## src/rtl/muldiv_pkg.sv

```systemverilog
// Shared definitions for the iterative multiply/divide peripheral:
// register addresses, op encodings, CTRL/STATUS bit positions and core FSM states.
package muldiv_pkg;

  // Word addresses (bus bits [4:2]); 6 and 7 are reserved.
  localparam logic [2:0] ADDR_A      = 3'd0;
  localparam logic [2:0] ADDR_B      = 3'd1;
  localparam logic [2:0] ADDR_CTRL   = 3'd2;
  localparam logic [2:0] ADDR_STATUS = 3'd3;
  localparam logic [2:0] ADDR_RES_HI = 3'd4;
  localparam logic [2:0] ADDR_RES_LO = 3'd5;

  // op[0] selects signed, op[1] selects divide.
  typedef enum logic [1:0] {
    OP_MULU = 2'b00,
    OP_MULS = 2'b01,
    OP_DIVU = 2'b10,
    OP_DIVS = 2'b11
  } op_e;

  localparam int unsigned CTRL_START  = 0;
  localparam int unsigned CTRL_OP_LSB = 1;
  localparam int unsigned CTRL_IEN    = 3;

  localparam int unsigned STAT_BUSY = 0;
  localparam int unsigned STAT_DONE = 1;
  localparam int unsigned STAT_DZ   = 2;

  typedef enum logic [1:0] {
    StIdle,
    StLoad,
    StRun,
    StFix
  } state_e;

endpackage

```

## src/rtl/peripheral_muldiv_seq_if.sv

```systemverilog
// Peripheral bus bundle for the multiply/divide block.
//   d_in  : write data        cs   : chip select      addr : word address [4:2]
//   rd/wr : strobes (qualified by cs)
//   d_out : registered read data                      irq  : level interrupt
interface peripheral_muldiv_seq_if;
  logic [31:0] d_in;
  logic        cs;
  logic [2:0]  addr;
  logic        rd;
  logic        wr;
  logic [31:0] d_out;
  logic        irq;

  modport master (output d_in, cs, addr, rd, wr, input d_out, irq);
  modport slave  (input d_in, cs, addr, rd, wr, output d_out, irq);
endinterface

```

## src/rtl/muldiv_core.sv

```systemverilog
// Radix-2 sequential multiply/divide engine, one result bit per clock.
// Sequence: IDLE -> LOAD (1) -> RUN (WIDTH) -> FIX (1) -> IDLE, independent of operands.
//   start      : begin an operation (only honoured in IDLE)
//   op         : operation, must stay stable while busy
//   a, b       : operands, sampled in LOAD
//   busy       : high from the cycle after start through FIX
//   done_pulse : high during FIX; res_hi/res_lo update at the end of that cycle
//   dz         : divide by zero detected for the current/last operation
//   res_hi/lo  : product high/low, or remainder/quotient
module muldiv_core
  import muldiv_pkg::*;
#(
  parameter int unsigned WIDTH = 32
) (
  input  logic             clk,
  input  logic             rst,
  input  logic             start,
  input  op_e              op,
  input  logic [WIDTH-1:0] a,
  input  logic [WIDTH-1:0] b,
  output logic             busy,
  output logic             done_pulse,
  output logic             dz,
  output logic [WIDTH-1:0] res_hi,
  output logic [WIDTH-1:0] res_lo
);

  localparam int unsigned CntW = $clog2(WIDTH);
  localparam logic [CntW-1:0] CntLast = CntW'(WIDTH - 1);

  state_e           state_q;
  logic [CntW-1:0]  cnt_q;
  logic [WIDTH-1:0] hi_q;     // partial product high / partial remainder
  logic [WIDTH-1:0] lo_q;     // multiplier being shifted out / dividend -> quotient
  logic [WIDTH-1:0] m_q;      // multiplicand magnitude / divisor magnitude
  logic             is_div_q;
  logic             neg_q;    // negate product or quotient in FIX
  logic             neg_r_q;  // negate remainder in FIX
  logic             busy_q;
  logic             done_q;
  logic             dz_q;
  logic [WIDTH-1:0] res_hi_q;
  logic [WIDTH-1:0] res_lo_q;

  logic               a_neg, b_neg;
  logic [WIDTH-1:0]   a_abs, b_abs;
  logic [WIDTH:0]     add_sum;
  logic [WIDTH:0]     shl;
  logic               sub_ok;
  logic [WIDTH-1:0]   sub_res;
  logic [2*WIDTH-1:0] prod, prod_fix;
  logic [WIDTH-1:0]   quot_fix, rem_fix;

  always_comb begin
    a_neg   = op[0] & a[WIDTH-1];
    b_neg   = op[0] & b[WIDTH-1];
    a_abs   = a_neg ? -a : a;
    b_abs   = b_neg ? -b : b;
    add_sum = {1'b0, hi_q} + {1'b0, m_q};
    shl     = {hi_q, lo_q[WIDTH-1]};
    sub_ok  = shl >= {1'b0, m_q};
    // The true difference is below the divisor, so the low WIDTH bits suffice.
    sub_res  = shl[WIDTH-1:0] - m_q;
    prod     = {hi_q, lo_q};
    prod_fix = neg_q ? -prod : prod;
    quot_fix = neg_q ? -lo_q : lo_q;
    rem_fix  = neg_r_q ? -hi_q : hi_q;
  end

  always_ff @(posedge clk) begin
    if (rst) begin
      state_q  <= StIdle;
      cnt_q    <= '0;
      hi_q     <= '0;
      lo_q     <= '0;
      m_q      <= '0;
      is_div_q <= 1'b0;
      neg_q    <= 1'b0;
      neg_r_q  <= 1'b0;
      busy_q   <= 1'b0;
      done_q   <= 1'b0;
      dz_q     <= 1'b0;
      res_hi_q <= '0;
      res_lo_q <= '0;
    end else begin
      done_q <= 1'b0;
      unique case (state_q)
        StIdle: begin
          if (start) begin
            state_q <= StLoad;
            busy_q  <= 1'b1;
            dz_q    <= 1'b0;
          end
        end
        StLoad: begin
          is_div_q <= op[1];
          cnt_q    <= '0;
          hi_q     <= '0;
          state_q  <= StRun;
          if (op[1]) begin
            lo_q    <= a_abs;
            m_q     <= b_abs;
            dz_q    <= (b == '0);
            // Divide by zero must yield an all-ones quotient regardless of signs.
            neg_q   <= (a_neg ^ b_neg) & (b != '0);
            neg_r_q <= a_neg;
          end else begin
            lo_q    <= b_abs;
            m_q     <= a_abs;
            neg_q   <= a_neg ^ b_neg;
            neg_r_q <= 1'b0;
          end
        end
        StRun: begin
          if (is_div_q) begin
            hi_q <= sub_ok ? sub_res : shl[WIDTH-1:0];
            lo_q <= {lo_q[WIDTH-2:0], sub_ok};
          end else if (lo_q[0]) begin
            {hi_q, lo_q} <= {add_sum, lo_q[WIDTH-1:1]};
          end else begin
            {hi_q, lo_q} <= {1'b0, hi_q, lo_q[WIDTH-1:1]};
          end
          cnt_q <= cnt_q + CntW'(1);
          if (cnt_q == CntLast) begin
            state_q <= StFix;
            done_q  <= 1'b1;
          end
        end
        StFix: begin
          if (is_div_q) begin
            res_hi_q <= rem_fix;
            res_lo_q <= quot_fix;
          end else begin
            {res_hi_q, res_lo_q} <= prod_fix;
          end
          busy_q  <= 1'b0;
          state_q <= StIdle;
        end
        default: state_q <= StIdle;
      endcase
    end
  end

  assign busy       = busy_q;
  assign done_pulse = done_q;
  assign dz         = dz_q;
  assign res_hi     = res_hi_q;
  assign res_lo     = res_lo_q;

endmodule

```

## src/rtl/peripheral_muldiv_seq.sv

```systemverilog
// Memory-mapped iterative multiply/divide peripheral.
// Holds the A/B/CTRL registers, sticky done/dz flags, the registered read mux and irq;
// the arithmetic lives in muldiv_core.
//   clk, rst : clock and synchronous active-high reset
//   bus      : peripheral bus (d_in, cs, addr, rd, wr -> d_out, irq)
module peripheral_muldiv_seq
  import muldiv_pkg::*;
#(
  parameter int unsigned WIDTH = 32
) (
  input logic                    clk,
  input logic                    rst,
  peripheral_muldiv_seq_if.slave bus
);

  logic [WIDTH-1:0] a_q, b_q;
  op_e              op_q;
  logic             ien_q;
  logic             done_q;
  logic             dz_q;
  logic [31:0]      d_out_q;

  logic             core_busy, core_done, core_dz;
  logic [WIDTH-1:0] core_hi, core_lo;

  logic        wr_en, start;
  logic [31:0] rd_data;
  logic        unused_d_in;

  // Bits above WIDTH are ignored by design.
  assign unused_d_in = ^bus.d_in;

  assign wr_en = bus.cs & bus.wr;
  // CTRL writes while busy are dropped entirely, so only an accepted start touches op/ien.
  assign start = wr_en && (bus.addr == ADDR_CTRL) && bus.d_in[CTRL_START] && !core_busy;

  muldiv_core #(
    .WIDTH(WIDTH)
  ) u_core (
    .clk       (clk),
    .rst       (rst),
    .start     (start),
    .op        (op_q),
    .a         (a_q),
    .b         (b_q),
    .busy      (core_busy),
    .done_pulse(core_done),
    .dz        (core_dz),
    .res_hi    (core_hi),
    .res_lo    (core_lo)
  );

  always_comb begin
    rd_data = '0;
    case (bus.addr)
      ADDR_A:      rd_data[WIDTH-1:0] = a_q;
      ADDR_B:      rd_data[WIDTH-1:0] = b_q;
      ADDR_STATUS: begin
        rd_data[STAT_BUSY] = core_busy;
        rd_data[STAT_DONE] = done_q;
        rd_data[STAT_DZ]   = dz_q;
      end
      ADDR_RES_HI: rd_data[WIDTH-1:0] = core_hi;
      ADDR_RES_LO: rd_data[WIDTH-1:0] = core_lo;
      default:     rd_data = '0;
    endcase
  end

  always_ff @(posedge clk) begin
    if (rst) begin
      a_q     <= '0;
      b_q     <= '0;
      op_q    <= OP_MULU;
      ien_q   <= 1'b0;
      done_q  <= 1'b0;
      dz_q    <= 1'b0;
      d_out_q <= '0;
    end else begin
      d_out_q <= (bus.cs && bus.rd) ? rd_data : '0;
      if (wr_en && bus.addr == ADDR_A) a_q <= bus.d_in[WIDTH-1:0];
      if (wr_en && bus.addr == ADDR_B) b_q <= bus.d_in[WIDTH-1:0];
      if (start) begin
        op_q   <= op_e'(bus.d_in[CTRL_OP_LSB +: 2]);
        ien_q  <= bus.d_in[CTRL_IEN];
        done_q <= 1'b0;
        dz_q   <= 1'b0;
      end else begin
        if (core_done) done_q <= 1'b1;
        if (core_dz)   dz_q   <= 1'b1;
      end
    end
  end

  assign bus.d_out = d_out_q;
  assign bus.irq   = done_q & ien_q;

endmodule

```

## src/flat_wrapper.sv

```systemverilog
// flat-port wrapper written by rule: the top's interface ports become plain ports
module peripheral_muldiv_seq_flat import muldiv_pkg::*;
#(
  parameter int unsigned WIDTH = 32
)
  (clk, rst, bus_d_in, bus_cs, bus_addr, bus_rd, bus_wr, bus_d_out, bus_irq);
  peripheral_muldiv_seq_if bus_i ();
  input logic clk;
  input logic rst;
  input wire logic [$bits(bus_i.d_in)-1:0] bus_d_in;
  input wire logic [$bits(bus_i.cs)-1:0] bus_cs;
  input wire logic [$bits(bus_i.addr)-1:0] bus_addr;
  input wire logic [$bits(bus_i.rd)-1:0] bus_rd;
  input wire logic [$bits(bus_i.wr)-1:0] bus_wr;
  output wire logic [$bits(bus_i.d_out)-1:0] bus_d_out;
  output wire logic [$bits(bus_i.irq)-1:0] bus_irq;
  assign bus_i.d_in = bus_d_in;
  assign bus_i.cs = bus_cs;
  assign bus_i.addr = bus_addr;
  assign bus_i.rd = bus_rd;
  assign bus_i.wr = bus_wr;
  assign bus_d_out = bus_i.d_out;
  assign bus_irq = bus_i.irq;
  peripheral_muldiv_seq #(.WIDTH(WIDTH)) u_core (.clk(clk), .rst(rst), .bus(bus_i));
endmodule
```

## config.mk

```make
export PLATFORM = sky130hd
export DESIGN_NAME = peripheral_muldiv_seq_flat
export DESIGN_NICKNAME = d
export VERILOG_FILES = /design/src/rtl/muldiv_pkg.sv /design/src/rtl/peripheral_muldiv_seq_if.sv /design/src/rtl/muldiv_core.sv /design/src/rtl/peripheral_muldiv_seq.sv /design/src/flat_wrapper.sv
export SDC_FILE = /design/constraint.sdc
export NUM_CORES = 1
export LEC_CHECK = 0
export CORE_MARGIN = 4
export CORE_UTILIZATION = 39
export DETAILED_ROUTE_END_ITERATION = 16
export MAX_ROUTING_LAYER = met4
export PLACE_DENSITY_LB_ADDON = 0.3
export SLEW_MARGIN = 20
export SYNTH_ARGS = -nofsm -noshare
export SYNTH_HDL_FRONTEND = slang
export SYNTH_HIERARCHICAL = 1
export SYNTH_SLANG_ARGS = --single-unit
```

## constraint.sdc

```tcl
create_clock -name clk -period 3.2 [get_ports clk]
set_clock_uncertainty 0.2 [all_clocks]
set_input_delay 0.32 -clock clk [delete_from_list [all_inputs] [get_ports clk]]
set_output_delay 0.32 -clock clk [all_outputs]
set_load 0.02 [all_outputs]
```

==> run summary <==
The number of vias in the routed layout is 19340. The per-cell via count in the routed design came out at 5.894. The source of the worst register-to-register timing path is u_core/u_core/lo_q[31]. The number of input and output port buffers inserted came out at 72. The core region area came out at 0.04785 mm². In the global route stage, overall resource usage came out at 0.2583. The net count of the finished layout came out at 2759. The average size of a mapped cell came out at 7.841 µm².

The worst max-slew margin expressed relative to the limit is 0.4875. The worst hold path passes through 3 cells. The number of violations reported at the end of detailed-routing iteration 0 is 2091. The total die area is 0.05212 mm².

Setup violations remaining at the end of the flow were counted as 22. The final worst-path setup slack came out at -0.2213 ns. For this run, design rule violations remaining after detail routing come to 0. Synthesis produced a netlist whose cell count is 2414. The total of max-cap violations came out at 0. The total iterations of the first detailed-routing run is 6. The total negative setup slack came out at -1.357 ns. The nature of the critical path endpoint is a flop. The required arrival time at the worst endpoint is 3.49 ns. Walking the worst path, the cells encountered are inv_2, ha_4, inv_2, fa_2, a21o_1, a311o_1, a21oi_2, o211ai_1, a211oi_2, o32ai_2, a21oi_1, xor2_1, o211ai_1, a32o_1.

The detailed-placement wirelength estimate is 51180 µm. Wires add up to 69190 µm. Among all flip-flop cells after synthesis, the most frequent one is sky130_fd_sc_hd__dfxtp_1.

The count of flip-flops with a built-in enable after synthesis came out at 0. STA classifies the critical path startpoint as a flop. The checks that failed: setup timing. The worst-skew pair later-pin latency is 0.61 ns. TritonCTS built the clock tree. The power density of the placed cells is 567.8 mW/mm². The number of warnings reported in the yosys synthesis log is 6. The number of hold violations in the final report was 0. The leakage power of the design is 9.484 nW. The maximum operating frequency is 292.3 MHz.

No sink is reached through more buffers than the 3 on the longest clock path. Grouping stages by cell kind, the critical path spends the most delay in compound AO/OA/AOI/OAI gates. Setup repair after global routing could not meet its margin everywhere. The synthesized design contains 274 register bits. The final antenna diode count is 0. The internal power consumption is 8.734 mW. The switching share of power is 0.3592. The slew at the pin closest to its max-slew limit is 0.7660 ns. Data on the critical path arrives at its endpoint at 3.71 ns.

Dividing the final minimum period by the clock period gives 1.069. Subtracting the final worst setup slack from the clock period gives 3.421 ns. The worst min-delay path category is input pin to flop. The post-synthesis instance area came out at 0.01893 mm². The clock transition at the register clock pins on the worst setup and hold paths after CTS came out at 0.07 ns. The async set-reset flop share out of synthesis is 0. The run finished, with violations left.

The count of cell types in the netlist is 86. The critical path is of the flop to flop type. The initial utilization of the core area, before any placement, comes to 0.3956. The tree built by TritonCTS fans out to 274 sinks. The portion of total power attributed to the clock network is 0.295.

The die span in x is 228.3 µm. In this run the core area contains 80 standard-cell rows. In this run the power spent charging and discharging nets is 4.896 mW. The top-level port count is 73. In the final layout, the share of cells above drive strength 1 is 0.2081. The slowest stage of the critical path is the sky130_fd_sc_hd__a311o_1 cell. The delay contributed by the slowest stage of the critical path came out at 0.45 ns. The path with the worst hold slack has its endpoint at u_core/a_q[13].

The weighted congestion reported at the end of routability-driven placement is 0.9550. The capture point of the worst reg-to-reg path is u_core/u_core/hi_q[28]. Of the total power, combinational logic draws 0.420. The antenna violation net count after detailed routing is 0.

The tree is rooted in a sky130_fd_sc_hd__clkbuf_16. The net count of the mapped netlist is 2530. The largest fanout of any net on the critical path is 3. Entering global routing, the biggest net connects 119 pins. The overall power of the completed layout came out at 13.63 mW. The die is 228.3 µm tall.

Relative to the synthesized area, the layout overhead comes to 26.83%. Dividing the detail-routed wire length by the instance count gives 21.08 µm. The initial antenna violation count is 0. The number of global-route vias before repair came to 18230. Of the total power, registers draw 0.284. Across all register-to-register paths, the minimum setup slack is -0.22 ns. The depth of the CTS H-tree is 1. In this run the most critical hold path is launched from bus_d_in[13]. The sequential fraction of the synthesis area is 0.2898. The first global-routing pass estimated 106200 µm of wire. The worst reg-to-reg path cell count is 14.

Global routing finished with a remaining overflow of 0. The final number of max-transition violations came to 0. The total CTS buffers came out at 31. The worst path buffer plus inverter count came out at 2. Across the VDD grid, the largest voltage drop is 0.4467 mV.
-- synthesized netlist by cell type, drive strengths merged, types with 32 or more instances --
cell    number  area (µm²)
a211oi     113       848.3
a21o        35       262.8
a21oi      237        1186
and2        37       231.5
buf         45       305.3
clkbuf     146       548.0
dfxtp      274        5485
ha          74       925.9
inv         66       247.7
mux2        40       450.4
mux2i      126        1261
nand2      130       488.0
nand3       96       485.5
nor2       265       997.2
nor3        37       185.2
o21ai      179       903.4
o22ai       32       200.2
xnor2       77       674.4
xor2        96       840.8
-- cells by family after synthesis --
| group | after synthesis | share of synthesized area |
|---|---|---|
| simple gates | 692 | 0.1733 |
| flops | 274 | 0.2898 |
| fa+ha+maj | 76 | 0.05103 |
| xor+xnor | 173 | 0.08005 |
| buf+inv | 260 | 0.05877 |
| compound gates | 772 | 0.2554 |
| mux | 167 | 0.09162 |
-- cell type report --
type,instances,area [µm²]
fillers,4551,23840
multi-input cells,1880,12980
flip-flops and latches,274,5505
repair buffers,387,3343
clock buffers,38,842.1
well taps,615,769.5
clock inverters,19,306.5
inverters,69,259.0
-- sequential cells by signal, indices dropped and copies added (netlist names) --
signal and count:
u_core/ien_q 1, u_core/u_core/m_q 32, u_core/u_core/res_lo 32, u_core/u_core/is_div_q 1, u_core/u_core/neg_r_q 1, u_core/u_core/state_q 2, u_core/a_q 32, u_core/op_q 2
u_core/bus.d_out 32, u_core/u_core/res_hi 32, u_core/u_core/done_pulse 1, u_core/dz_q 1, u_core/u_core/lo_q 32, u_core/u_core/busy 1, u_core/done_q 1, u_core/u_core/cnt_q 5
u_core/u_core/neg_q 1, u_core/u_core/dz 1, u_core/b_q 32, u_core/u_core/hi_q 32
-- power groups by stage --
stage                     logic, mW  clock network [mW]  registers [mW]
after floorplan                2.88                   0            3.95
after global placement         4.62                   0            3.93
after detailed placement       4.66                   0            3.94
after CTS                      5.32                4.10            3.87
after global routing           6.08                4.23            3.91
final                          5.73                4.03            3.88
-- routing by layer --
layer	wire length [µm]	GRT usage	vias to the layer above
li1	-	-	9221
met1	30920	0.3509	9246
met2	31400	0.4025	728
met3	4254	0.02979	148
met4	2608	0.08458	0
met5	0	-	-
-- per-stage QoR --
step	setup slack, ns	utilization	hold slack (ns)	cells	instance area [µm²]
finish	-0.2213	0.5018	0.1152	3282	24010
global route	-0.3259	0.5018	0.1102	3282	24010
CTS	-0.1460	0.4931	0.08316	3277	23590
detailed placement	-0.3190	0.4568	0.2533	3197	21860
global placement	-0.3033	0.4568	0.2579	3197	21860
floorplan	-0.07156	-	0.2398	2414	18960
-- placed cells by master (no fill, tap or decap), types with 10 or more instances in the layout --
cell                              synthesis  final
sky130_fd_sc_hd__o22ai_1                 32     31
sky130_fd_sc_hd__dfxtp_1                274    260
sky130_fd_sc_hd__clkdlybuf4s50_1          0     70
sky130_fd_sc_hd__a32o_1                  10     10
sky130_fd_sc_hd__o21ai_1                  2     20
sky130_fd_sc_hd__o31ai_1                 26     22
sky130_fd_sc_hd__dfxtp_2                  0     13
sky130_fd_sc_hd__clkbuf_16                0     31
sky130_fd_sc_hd__inv_1                   66     62
sky130_fd_sc_hd__a31oi_1                 19     18
sky130_fd_sc_hd__nand3_1                 95     94
sky130_fd_sc_hd__nor3_1                  37     33
sky130_fd_sc_hd__buf_12                   0     10
sky130_fd_sc_hd__nand2b_1                22     20
sky130_fd_sc_hd__a21oi_1                237    223
sky130_fd_sc_hd__nor2_2                   1     11
sky130_fd_sc_hd__buf_6                   10     14
sky130_fd_sc_hd__a21o_1                  35     35
sky130_fd_sc_hd__nor4_1                  17     12
sky130_fd_sc_hd__xor2_1                  96     94
sky130_fd_sc_hd__ha_1                    74     63
sky130_fd_sc_hd__and2_1                  37     37
sky130_fd_sc_hd__a211oi_1               113    104
sky130_fd_sc_hd__buf_4                   12    286
sky130_fd_sc_hd__o21ai_0                175    151
sky130_fd_sc_hd__and3_1                  11     11
sky130_fd_sc_hd__mux2i_1                126    126
sky130_fd_sc_hd__a21oi_2                  0     12
sky130_fd_sc_hd__mux2_2                  40     40
sky130_fd_sc_hd__xnor2_1                 77     73
sky130_fd_sc_hd__or3_1                   12     10
sky130_fd_sc_hd__nand2_1                130    125
sky130_fd_sc_hd__nand4_1                 16     16
sky130_fd_sc_hd__nor2_1                 264    254
sky130_fd_sc_hd__o211ai_1                27     27
-- tightest hold or removal path, stage by stage --
cell	delay [ns]
sky130_fd_sc_hd__clkdlybuf4s50_1	0.42
sky130_fd_sc_hd__nand3_1	0.07
sky130_fd_sc_hd__a21oi_1	0.05
-- how the worst max path moves through the flow --
stage / from / cells after the start / endpoint
2_1_floorplan: u_core/u_core/lo_q[14] / 11 / u_core/u_core/res_hi[23]
3_3_place_gp: u_core/u_core/lo_q[31] / 16 / u_core/u_core/hi_q[26]
3_5_place_dp: u_core/u_core/lo_q[31] / 16 / u_core/u_core/hi_q[26]
4_1_cts: u_core/u_core/lo_q[31] / 16 / u_core/u_core/hi_q[26]
5_1_grt: u_core/u_core/lo_q[31] / 14 / u_core/u_core/hi_q[28]
6_report: u_core/u_core/lo_q[31] / 14 / u_core/u_core/hi_q[28]
-- repair_timing --
item / 4_1_cts / 5_1_grt
hold buffers: 1 / 0
endpoints found under the setup margin: 46 / 74
gates resized for setup: 90 / 83
hold endpoints to repair: 22 / 0
gates cloned: 3 / 0
pin swaps: 52 / 39
setup buffers: 20 / 8
Note: power is estimated with default switching activity, not from simulation.
